==> config.mk <==
export PLATFORM = sky130hd
export DESIGN_NAME = xctcmsg_receive_matcher
export DESIGN_NICKNAME = d
export VERILOG_FILES = /design/src/rtl/xctcmsg_pkg.sv /design/src/rtl/xctcmsg_oldest_match_finder.sv /design/src/rtl/xctcmsg_receive_matcher.sv
export SDC_FILE = /design/constraint.sdc
export NUM_CORES = 2
export LEC_CHECK = 0
export CORE_UTILIZATION = 45
export CTS_CLUSTER_DIAMETER = 40
export DETAILED_ROUTE_END_ITERATION = 8
export PLACE_DENSITY = 0.72
export SYNTH_ARGS = -nofsm -noshare
export SYNTH_HDL_FRONTEND = slang
export SYNTH_SLANG_ARGS = --single-unit
==> constraint.sdc <==
create_clock -name clk_i -period 4.1 [get_ports clk_i]
set_input_delay 1.025 -clock clk_i [delete_from_list [all_inputs] [get_ports clk_i]]
set_output_delay 1.025 -clock clk_i [all_outputs]
set_load 0.005 [all_outputs]
==> src/rtl/xctcmsg_pkg.sv <==
// Shared types for the xctcmsg receive path: message layout, receive-queue
// request, writeback result and the receive matcher state encoding.
package xctcmsg_pkg;

  localparam int META_W = 64;
  localparam int DATA_W = 64;
  localparam int PT_W   = 8;

  typedef struct packed {
    logic [31:0] tag;
    logic [31:0] addr;
  } message_metadata_t;

  typedef struct packed {
    message_metadata_t   meta;
    logic [DATA_W-1:0]   data;
  } message_t;

  // 128-bit payload delivered by the network interface
  typedef struct packed {
    message_t message;
  } interface_receive_data_t;

  typedef struct packed {
    logic              is_avail;
    message_metadata_t meta;
    message_metadata_t meta_mask;
    logic [PT_W-1:0]   passthrough;
  } receive_queue_data_t;

  typedef struct packed {
    logic [DATA_W-1:0] value;
    logic [PT_W-1:0]   passthrough;
  } writeback_arbiter_data_t;

  typedef enum logic [1:0] {
    IDLE,
    MATCH,
    RESP
  } recv_matcher_state_t;

  // Mask bit set means the corresponding metadata bit must be equal.
  function automatic logic meta_match(message_metadata_t e,
                                      message_metadata_t m,
                                      message_metadata_t mask);
    logic [META_W-1:0] e_v;
    logic [META_W-1:0] m_v;
    logic [META_W-1:0] k_v;
    e_v = e;
    m_v = m;
    k_v = mask;
    return ((e_v ^ m_v) & k_v) == '0;
  endfunction

endpackage

==> src/rtl/xctcmsg_oldest_match_finder.sv <==
// Find-first-set over the buffer match vector; index 0 is the oldest entry.
module xctcmsg_oldest_match_finder #(
  parameter  int DEPTH = 4,
  localparam int IDX_W = $clog2(DEPTH)
) (
  input  logic [DEPTH-1:0] match_vec_i,
  output logic             hit_o,
  output logic [IDX_W-1:0] idx_o
);

  // scan from the newest end so the lowest set bit wins
  always_comb begin
    hit_o = |match_vec_i;
    idx_o = '0;
    for (int i = DEPTH - 1; i >= 0; i--) begin
      if (match_vec_i[i]) idx_o = IDX_W'(i);
    end
  end

endmodule

==> src/rtl/xctcmsg_receive_matcher.sv <==
// Receive matcher: buffers interface messages in a collapsing queue and
// services RECV (remove oldest match) / AVAIL (report match) requests.
module xctcmsg_receive_matcher
  import xctcmsg_pkg::*;
#(
  parameter  int DEPTH = 4,
  localparam int CNT_W = $clog2(DEPTH + 1),
  localparam int IDX_W = $clog2(DEPTH)
) (
  input  logic                    clk_i,
  input  logic                    rst_i,
  input  logic                    intf_recv_valid_i,
  input  interface_receive_data_t intf_recv_data_i,
  output logic                    intf_recv_ready_o,
  input  logic                    rq_valid_i,
  input  receive_queue_data_t     rq_data_i,
  output logic                    rq_ready_o,
  output logic                    wb_valid_o,
  output writeback_arbiter_data_t wb_data_o,
  input  logic                    wb_ready_i,
  output logic [CNT_W-1:0]        occupancy_o
);

  message_t                buf_q [DEPTH];
  message_t                buf_d [DEPTH];
  logic [CNT_W-1:0]        cnt_q, cnt_d;
  recv_matcher_state_t     state_q, state_d;
  receive_queue_data_t     req_q, req_d;
  logic                    wb_valid_q, wb_valid_d;
  writeback_arbiter_data_t wb_data_q, wb_data_d;

  logic [DEPTH-1:0]        match_vec;
  logic                    hit;
  logic [IDX_W-1:0]        hit_idx;
  logic                    pop;
  logic                    push;

  // ready depends only on the registered count; a same-cycle pop does not help
  assign intf_recv_ready_o = (cnt_q < CNT_W'(DEPTH));
  assign push              = intf_recv_valid_i & intf_recv_ready_o;
  assign rq_ready_o        = (state_q == IDLE);
  assign wb_valid_o        = wb_valid_q;
  assign wb_data_o         = wb_data_q;
  assign occupancy_o       = cnt_q;

  // only entries present at the start of the cycle are eligible
  always_comb begin
    match_vec = '0;
    for (int i = 0; i < DEPTH; i++) begin
      match_vec[i] = (CNT_W'(i) < cnt_q) &&
                     meta_match(buf_q[i].meta, req_q.meta, req_q.meta_mask);
    end
  end

  xctcmsg_oldest_match_finder #(.DEPTH(DEPTH)) u_finder (
    .match_vec_i (match_vec),
    .hit_o       (hit),
    .idx_o       (hit_idx)
  );

  // request sequencing: latch, match (blocking for RECV), hold result
  always_comb begin
    state_d    = state_q;
    req_d      = req_q;
    wb_valid_d = wb_valid_q;
    wb_data_d  = wb_data_q;
    pop        = 1'b0;
    case (state_q)
      IDLE: begin
        if (rq_valid_i) begin
          req_d   = rq_data_i;
          state_d = MATCH;
        end
      end
      MATCH: begin
        if (req_q.is_avail) begin
          wb_data_d.value       = {{(DATA_W-1){1'b0}}, hit};
          wb_data_d.passthrough = req_q.passthrough;
          wb_valid_d            = 1'b1;
          state_d               = RESP;
        end else if (hit) begin
          pop                   = 1'b1;
          wb_data_d.value       = buf_q[hit_idx].data;
          wb_data_d.passthrough = req_q.passthrough;
          wb_valid_d            = 1'b1;
          state_d               = RESP;
        end
      end
      RESP: begin
        if (wb_ready_i) begin
          wb_valid_d = 1'b0;
          state_d    = IDLE;
        end
      end
      default: state_d = IDLE;
    endcase
  end

  // collapse on pop first, then append the incoming message at the new tail
  always_comb begin
    buf_d = buf_q;
    cnt_d = cnt_q;
    if (pop) begin
      for (int i = 0; i < DEPTH - 1; i++) begin
        if (i >= int'(hit_idx)) buf_d[i] = buf_q[i+1];
      end
      for (int i = 0; i < DEPTH; i++) begin
        if (i == int'(cnt_q) - 1) buf_d[i] = '0;
      end
      cnt_d = cnt_q - CNT_W'(1);
    end
    if (push) begin
      for (int i = 0; i < DEPTH; i++) begin
        if (i == int'(cnt_d)) buf_d[i] = intf_recv_data_i.message;
      end
      cnt_d = cnt_d + CNT_W'(1);
    end
  end

  // state, buffer and result registers
  always_ff @(posedge clk_i) begin
    if (rst_i) begin
      state_q    <= IDLE;
      req_q      <= '0;
      wb_valid_q <= 1'b0;
      wb_data_q  <= '0;
      cnt_q      <= '0;
      for (int i = 0; i < DEPTH; i++) buf_q[i] <= '0;
    end else begin
      state_q    <= state_d;
      req_q      <= req_d;
      wb_valid_q <= wb_valid_d;
      wb_data_q  <= wb_data_d;
      cnt_q      <= cnt_d;
      for (int i = 0; i < DEPTH; i++) buf_q[i] <= buf_d[i];
    end
  end

endmodule

After elaboration in Yosys (flattened, before gate mapping) --
Index checks and enable logic that the tools add are counted.
Word-level totals: register bits 727, input bits 270, output and inout port bits 78, logic and storage cells 110
Operators by class: $add $sub $neg 3, magnitude comparators 9, equality and inequality tests 11, muxes and demuxes 36, bitwise gates (word level) 10, reduce and logical (&&, ||, !) cells 18
Operators with widths (number):
- two-way mux 128 bit | 11
- two-way mux 512 bit | 2
- bitwise AND 64 bit | 4
- binary-select mux 128 bit (select 2 bit) | 1
- logical NOT 64 bit | 4
- bitwise XOR 64 bit | 4
- two-way mux 72 bit | 2
- two-way mux 64 bit | 2
- logical NOT 32 bit | 1
- two-way mux 2 bit | 8
- == test 3 x 4 -> 1 bit (first input constant) | 2
- == test 3 bit (first input constant) | 2
- less-than comparator 1 x 3 -> 1 bit (first input constant) | 2
- less-than comparator 2 x 3 -> 1 bit (first input constant) | 2
- two-way mux 1 bit | 6
- two-way mux 3 bit | 2
- one-hot mux 2 bit (3 select lines) | 1
- AND reduction 3 bit | 2
- == test 2 x 4 -> 1 bit (first input constant) | 1
- greater-or-equal comparator 1 x 2 -> 1 bit (first input constant) | 2
- logical AND 1 bit | 4
- inequality test 2 bit (second input constant) | 2
- AND reduction 2 bit | 2
- nonzero test 2 bit | 2
- other kinds (16) | 16

Depth between registers and ports, before layout --
depth after elaboration 14, mapped depth 18, mapped depth without buffers 14

Cells and area by module --
Synthesis repeated with hierarchy kept, for this count alone.
Second synthesis, totals: cell total of the unflattened synthesis 3684, area, all modules 34317.9 µm²
By module, submodules not included:
- xctcmsg_receive_matcher | times used 1, cells each 3677, area each 34282.9 µm², seq. area each 14554.0 µm²
- xctcmsg_oldest_match_finder | times used 1, cells each 7, area each 35.0 µm², seq. area each 0.0 µm²

Least setup slack after synthesis --
OpenSTA, ideal clock, no wires.
path type register -> register, start reg cnt_q[0] (netlist: occupancy_o[0]), end reg, netlist name buf_q[100], setup time 0.059 ns, arrival time 3.424 ns, data required time 4.041 ns, slack 0.617 ns, stages on the path, launching flop included 17, path buffers 5, clock period less this slack 3.483 ns, path through dfxtp_1 -> clkbuf_1 -> nor2_1 -> a221o_1 -> nor4_4 -> nand3_2 -> a41oi_4 -> nand2_1 -> xnor2_1 -> ha_1 -> and2_1 -> clkbuf_1 -> a311oi_1 -> buf_2 -> buf_2 -> buf_2 -> a22o_1
On the way: word-level cells in the longest chain between the ends 10, elaborated cells between the ends (all ways) 23, those cells by class add/sub (2); order compare (5); eq/ne (2); mux (8); bitwise (1); reduce/logical (5)
Ends and longest elaborated chain:
- from (decl) | RTL line xctcmsg_receive_matcher.sv:26 | logic [CNT_W-1:0] cnt_q, cnt_d;
- from (signal assigned) | RTL line xctcmsg_receive_matcher.sv:134 | cnt_q <= cnt_d;
- less-than comparator 1 x 3 -> 1 bit / less-than comparator 2 x 3 -> 1 bit (equally long branches) | RTL line xctcmsg_receive_matcher.sv:50 | match_vec[i] = (CNT_W'(i) < cnt_q) &&
- logical AND 1 bit | RTL line xctcmsg_receive_matcher.sv:50
- OR reduction 4 bit | RTL line xctcmsg_oldest_match_finder.sv:13 | hit_o = |match_vec_i;
- two-way mux 1 bit | RTL line xctcmsg_receive_matcher.sv:81 | end else if (hit) begin
- two-way mux 1 bit | RTL line xctcmsg_receive_matcher.sv:76 | if (req_q.is_avail) begin
- two-way mux 1 bit | RTL line xctcmsg_receive_matcher.sv:68 | case (state_q)
- two-way mux 3 bit | RTL line xctcmsg_receive_matcher.sv:103 | if (pop) begin
- == test 3 bit | RTL line xctcmsg_receive_matcher.sv:114 | if (i == int'(cnt_d)) buf_d[i] = intf_recv_data_i.message;
- two-way mux 128 bit | RTL line xctcmsg_receive_matcher.sv:114
- two-way mux 512 bit * | RTL line xctcmsg_receive_matcher.sv:112 | if (push) begin
Every way passes the cells marked *; elsewhere a longest branch is shown, timed or not. A chain may end at the register's enable or synchronous reset.

Worst setup path in the final report --
start reg req_q[113] (netlist name), end reg, netlist name buf_q[104]
On the way: word-level cells in the longest chain between the ends 12, elaborated cells between the ends (all ways) 25, those cells by class eq/ne (1); mux (7); bitwise (8); reduce/logical (9)
Ends and longest elaborated chain:
- from (decl) | RTL line xctcmsg_receive_matcher.sv:28 | receive_queue_data_t req_q, req_d;
- from (signal assigned) | RTL line xctcmsg_receive_matcher.sv:131 | req_q <= req_d;
- bitwise XOR 64 bit | RTL line xctcmsg_pkg.sv:52 | return ((e_v ^ m_v) & k_v) == '0;
- bitwise AND 64 bit | RTL line xctcmsg_pkg.sv:52
- logical NOT 64 bit | RTL line xctcmsg_pkg.sv:52
- logical AND 1 bit | RTL line xctcmsg_receive_matcher.sv:50
- OR reduction 4 bit * | RTL line xctcmsg_oldest_match_finder.sv:13
- two-way mux 1 bit * | RTL line xctcmsg_receive_matcher.sv:81
- two-way mux 1 bit * | RTL line xctcmsg_receive_matcher.sv:76
- two-way mux 1 bit * | RTL line xctcmsg_receive_matcher.sv:68
- two-way mux 3 bit | RTL line xctcmsg_receive_matcher.sv:103
- == test 3 bit | RTL line xctcmsg_receive_matcher.sv:114
- two-way mux 128 bit | RTL line xctcmsg_receive_matcher.sv:114
- two-way mux 512 bit * | RTL line xctcmsg_receive_matcher.sv:112
Marks and branches as above.

==> run metrics <==
Root Buffer Master clkbuf_16; CP arrival about 4.5 ns; Switching Share 0.384; Core ar. 78000 µm²; Die Span X between 200 and 300 µm; Syn Nets 4314; dpl cells 5205; ys async rst share 0; die area 80400 µm²; RePlAce Congestion about 1.0; Inserted Clock Buffers ~100; DPL Wire Length 103000 µm; power density over cell area 631 nW/µm²; Highest Clock Rate 255 MHz; I/O pin count 348; Max Clock Skew just over 0.07 ns; TritonRoute pass-1 iters 6; fin crit share 0.956; routed length per instance 27.0 µm; First DRT Iteration DRCs about 4000; Leakage 18.0 nW; hold-critical path endpoint req_q[0]$_SDFFE_PP0P_; Placement Setup Slack 0.395 ns; R2R cell count 15; Worst-Margin Slew 0.906 ns; worst hold stages 2; Crit path required time 4.69 ns; Synth Register Bits 727; clock slew at reported path FFs 0.06 ns; Sw Pwr ~11 mW; synth warn 0; Clock power frac 0.338; Syn Area/Cell roughly 8.8 µm²; post-cts gate resize count 0; final slew viol count 0; Max VDD drop 0.405 mV; max-cap viol count 0; WHS 0.454 ns; Critical R2R Launch req_q[113]$_SDFFE_PP0P_; layout cells sized above 1 0.123; WL final 146000 µm; non-filler cells in the finished layout 5401; final core utilization 0.572; FF-to-FF setup slack 0.18 ns; Logic pwr share 0.341; Hold Path Class flip-flop to flip-flop; Setup Crit Path Kind flip-flop to flip-flop; synth-to-layout area growth 25.0%; Vias/cell slightly above 6; first-pass GRT wire length around 210000 µm; vias in the first global route 31700; largest net degree at the start of global routing 74; CTS tree yes; CTS H-tree depth 3; crit end category flip-flop; number of flops mapped to enable cells by yosys 0; status finished, final reports clean; Synth Flop Type dfxtp_1; Int Power 17.3 mW; TritonCTS Sinks 727; max-slew headroom at the worst pin 0.394; Die Y 284 µm; Cell Rows 102; RSZ-0062 raised after global routing false; final-layout fill cell count 6768; post-synthesis cell count 4037; Final Net Count 4548; initial antenna violation count 2; Fin. Hold Viols 0; Seq pwr share 0.321; HP Start req_q[0]$_SDFFE_PP0P_; setup violators final 0; sequential cell area fraction in the yosys report 0.408; Starting Density 0.457; mapped cell area 35700 µm²; clock buffer depth 3; overall routing resource usage 0.350; Worst setup SP type flip-flop; FF-to-FF End buf_q[104]$_SDFF_PP0_; via count 33400; DRC 0; final antenna-violating net count 0; Port Buf Inserts 347; Post-CTS Hold Buffers 0; Clock Latency Late Sink 0.71 ns; Final WS setup 0.181 ns; worst-path fanout max 28; Setup Buffers After CTS 0; Post-Route Setup TNS 0 ns; Tmin final 3.92 ns; Yosys cell types 66; total grt overflow 0
cell usage after synthesis (7+ instances only):
master | n | share of area
a21oi_1 | 303 | 0.043
a221o_1 | 30 | 0.0084
a22o_1 | 133 | 0.033
a22oi_1 | 151 | 0.032
a32o_1 | 35 | 0.0098
and3_1 | 9 | 0.0016
buf_1 | 27 | 0.0028
buf_2 | 87 | 0.012
buf_4 | 24 | 0.0051
buf_6 | 12 | 0.0038
clkbuf_1 | 231 | 0.024
dfxtp_1 | 727 | 0.41
ha_1 | 7 | 0.0025
inv_1 | 134 | 0.014
mux2_2 | 153 | 0.048
mux2i_1 | 301 | 0.084
nand2_1 | 587 | 0.062
nand3_1 | 237 | 0.033
nand4_1 | 41 | 0.0072
nor2_1 | 21 | 0.0022
nor2b_1 | 129 | 0.023
nor3_1 | 7 | 0.00098
o21ai_0 | 65 | 0.0091
o22ai_1 | 127 | 0.022
o31ai_1 | 129 | 0.027
xor2_1 | 256 | 0.063
per-layer routing:
metal  GRT usage  vias to the layer above  wire, µm
li1            -                    14800         -
met1       0.468                    16300     59300
met2       0.551                     1987     65700
met3      0.0580                      337     14100
met4       0.157                        2      6980
met5           0                        -        12
power by group through the flow:
stage | logic [mW] | registers (mW) | clock network, mW
finish | 9.60 | 9.03 | 9.51
global placement | 9.20 | 9.10 | 0
detailed placement | 9.29 | 9.12 | 0
CTS | 9.35 | 8.99 | 9.54
floorplan | 5.51 | 8.71 | 0
global route | 9.91 | 9.11 | 9.86
state kept, by name, summed over array words and instances (netlist names):
register     count
occupancy_o      3
buf_q          512
req_q          137
wb_data_o       72
state_q          2
wb_valid_o       1
kinds of logic (layout without fill, tap and decap cells):
logic type | count (synthesis) | in the layout | share of synthesized area
flip-flops | 727 | 727 | 0.408
AO/OA/AOI/OAI | 1010 | 1010 | 0.193
multiplexers | 458 | 458 | 0.134
other | 0 | 1 | 0
buffers and inverters | 515 | 838 | 0.0623
XOR/XNOR | 259 | 259 | 0.0636
adder cells (fa/ha/maj) | 7 | 7 | 0.00246
AND/OR/NAND/NOR | 1061 | 1061 | 0.136
critical path, stage by stage, from the launching register on:
cell and delay, ns:
dfxtp_1 0.49, xor2_1 0.11, a22oi_1 0.45, nand4_1 0.18, nor3_1 0.46, nand3_1 0.33, nand4_1 0.22, nand2_1 0.11
nand3_1 0.12, o31ai_1 0.08, ha_1 0.20, and2_4 0.15, a311oi_4 0.30, buf_12 0.20, buf_12 0.21, a22o_1 0.15
metrics by stage:
step / instance area, µm² / power (mW)
CTS: 44600 / 27.9
global route: 44600 / 28.9
finish: 44600 / 28.1
global placement: 40800 / 18.3
detailed placement: 40800 / 18.4
floorplan: 35700 / 14.2
cell type report:
| cell class | count | area (µm²) | share of cell area |
|---|---|---|---|
| clock buffers | 129 | 2850 | 0.0639 |
| well taps | 1040 | 1300 | 0.0292 |
| diodes | 1 | 2.50 | 0.0000561 |
| inverters | 134 | 503 | 0.0113 |
| flip-flops and latches | 727 | 14600 | 0.327 |
| clock inverters | 66 | 907 | 0.0204 |
| repair buffers | 509 | 5380 | 0.121 |
| multi-input cells | 2795 | 19100 | 0.428 |
how the worst max path moves through the flow:
stage / slack [ns] / cells past startpoint / start / to
final: 0.18 / 15 / req_q[113]$_SDFFE_PP0P_ / buf_q[104]$_SDFF_PP0_
after global routing: 0.1 / 15 / req_q[113]$_SDFFE_PP0P_ / buf_q[104]$_SDFF_PP0_
after CTS: 0.33 / 16 / req_q[87]$_SDFFE_PP0P_ / buf_q[104]$_SDFF_PP0_
after detailed placement: 0.40 / 16 / req_q[87]$_SDFFE_PP0P_ / buf_q[103]$_SDFF_PP0_
after global placement: 0.45 / 15 / req_q[107]$_SDFFE_PP0P_ / buf_q[89]$_SDFF_PP0_
after floorplan: 0.62 / 16 / occupancy_o[0]$_SDFF_PP0_ / buf_q[100]$_SDFF_PP0_
cell usage in the layout (no fill, tap or decap), types with 129 or more instances in the layout:
cell,instances
inv_1,134
nand2_1,585
clkdlybuf4s50_1,346
a22o_1,133
dfxtp_1,727
mux2i_1,300
xor2_1,256
nand3_1,236
mux2_2,153
o31ai_1,129
a21oi_1,301
a22oi_1,151
No activity file was read; power rests on OpenSTA's default activity.
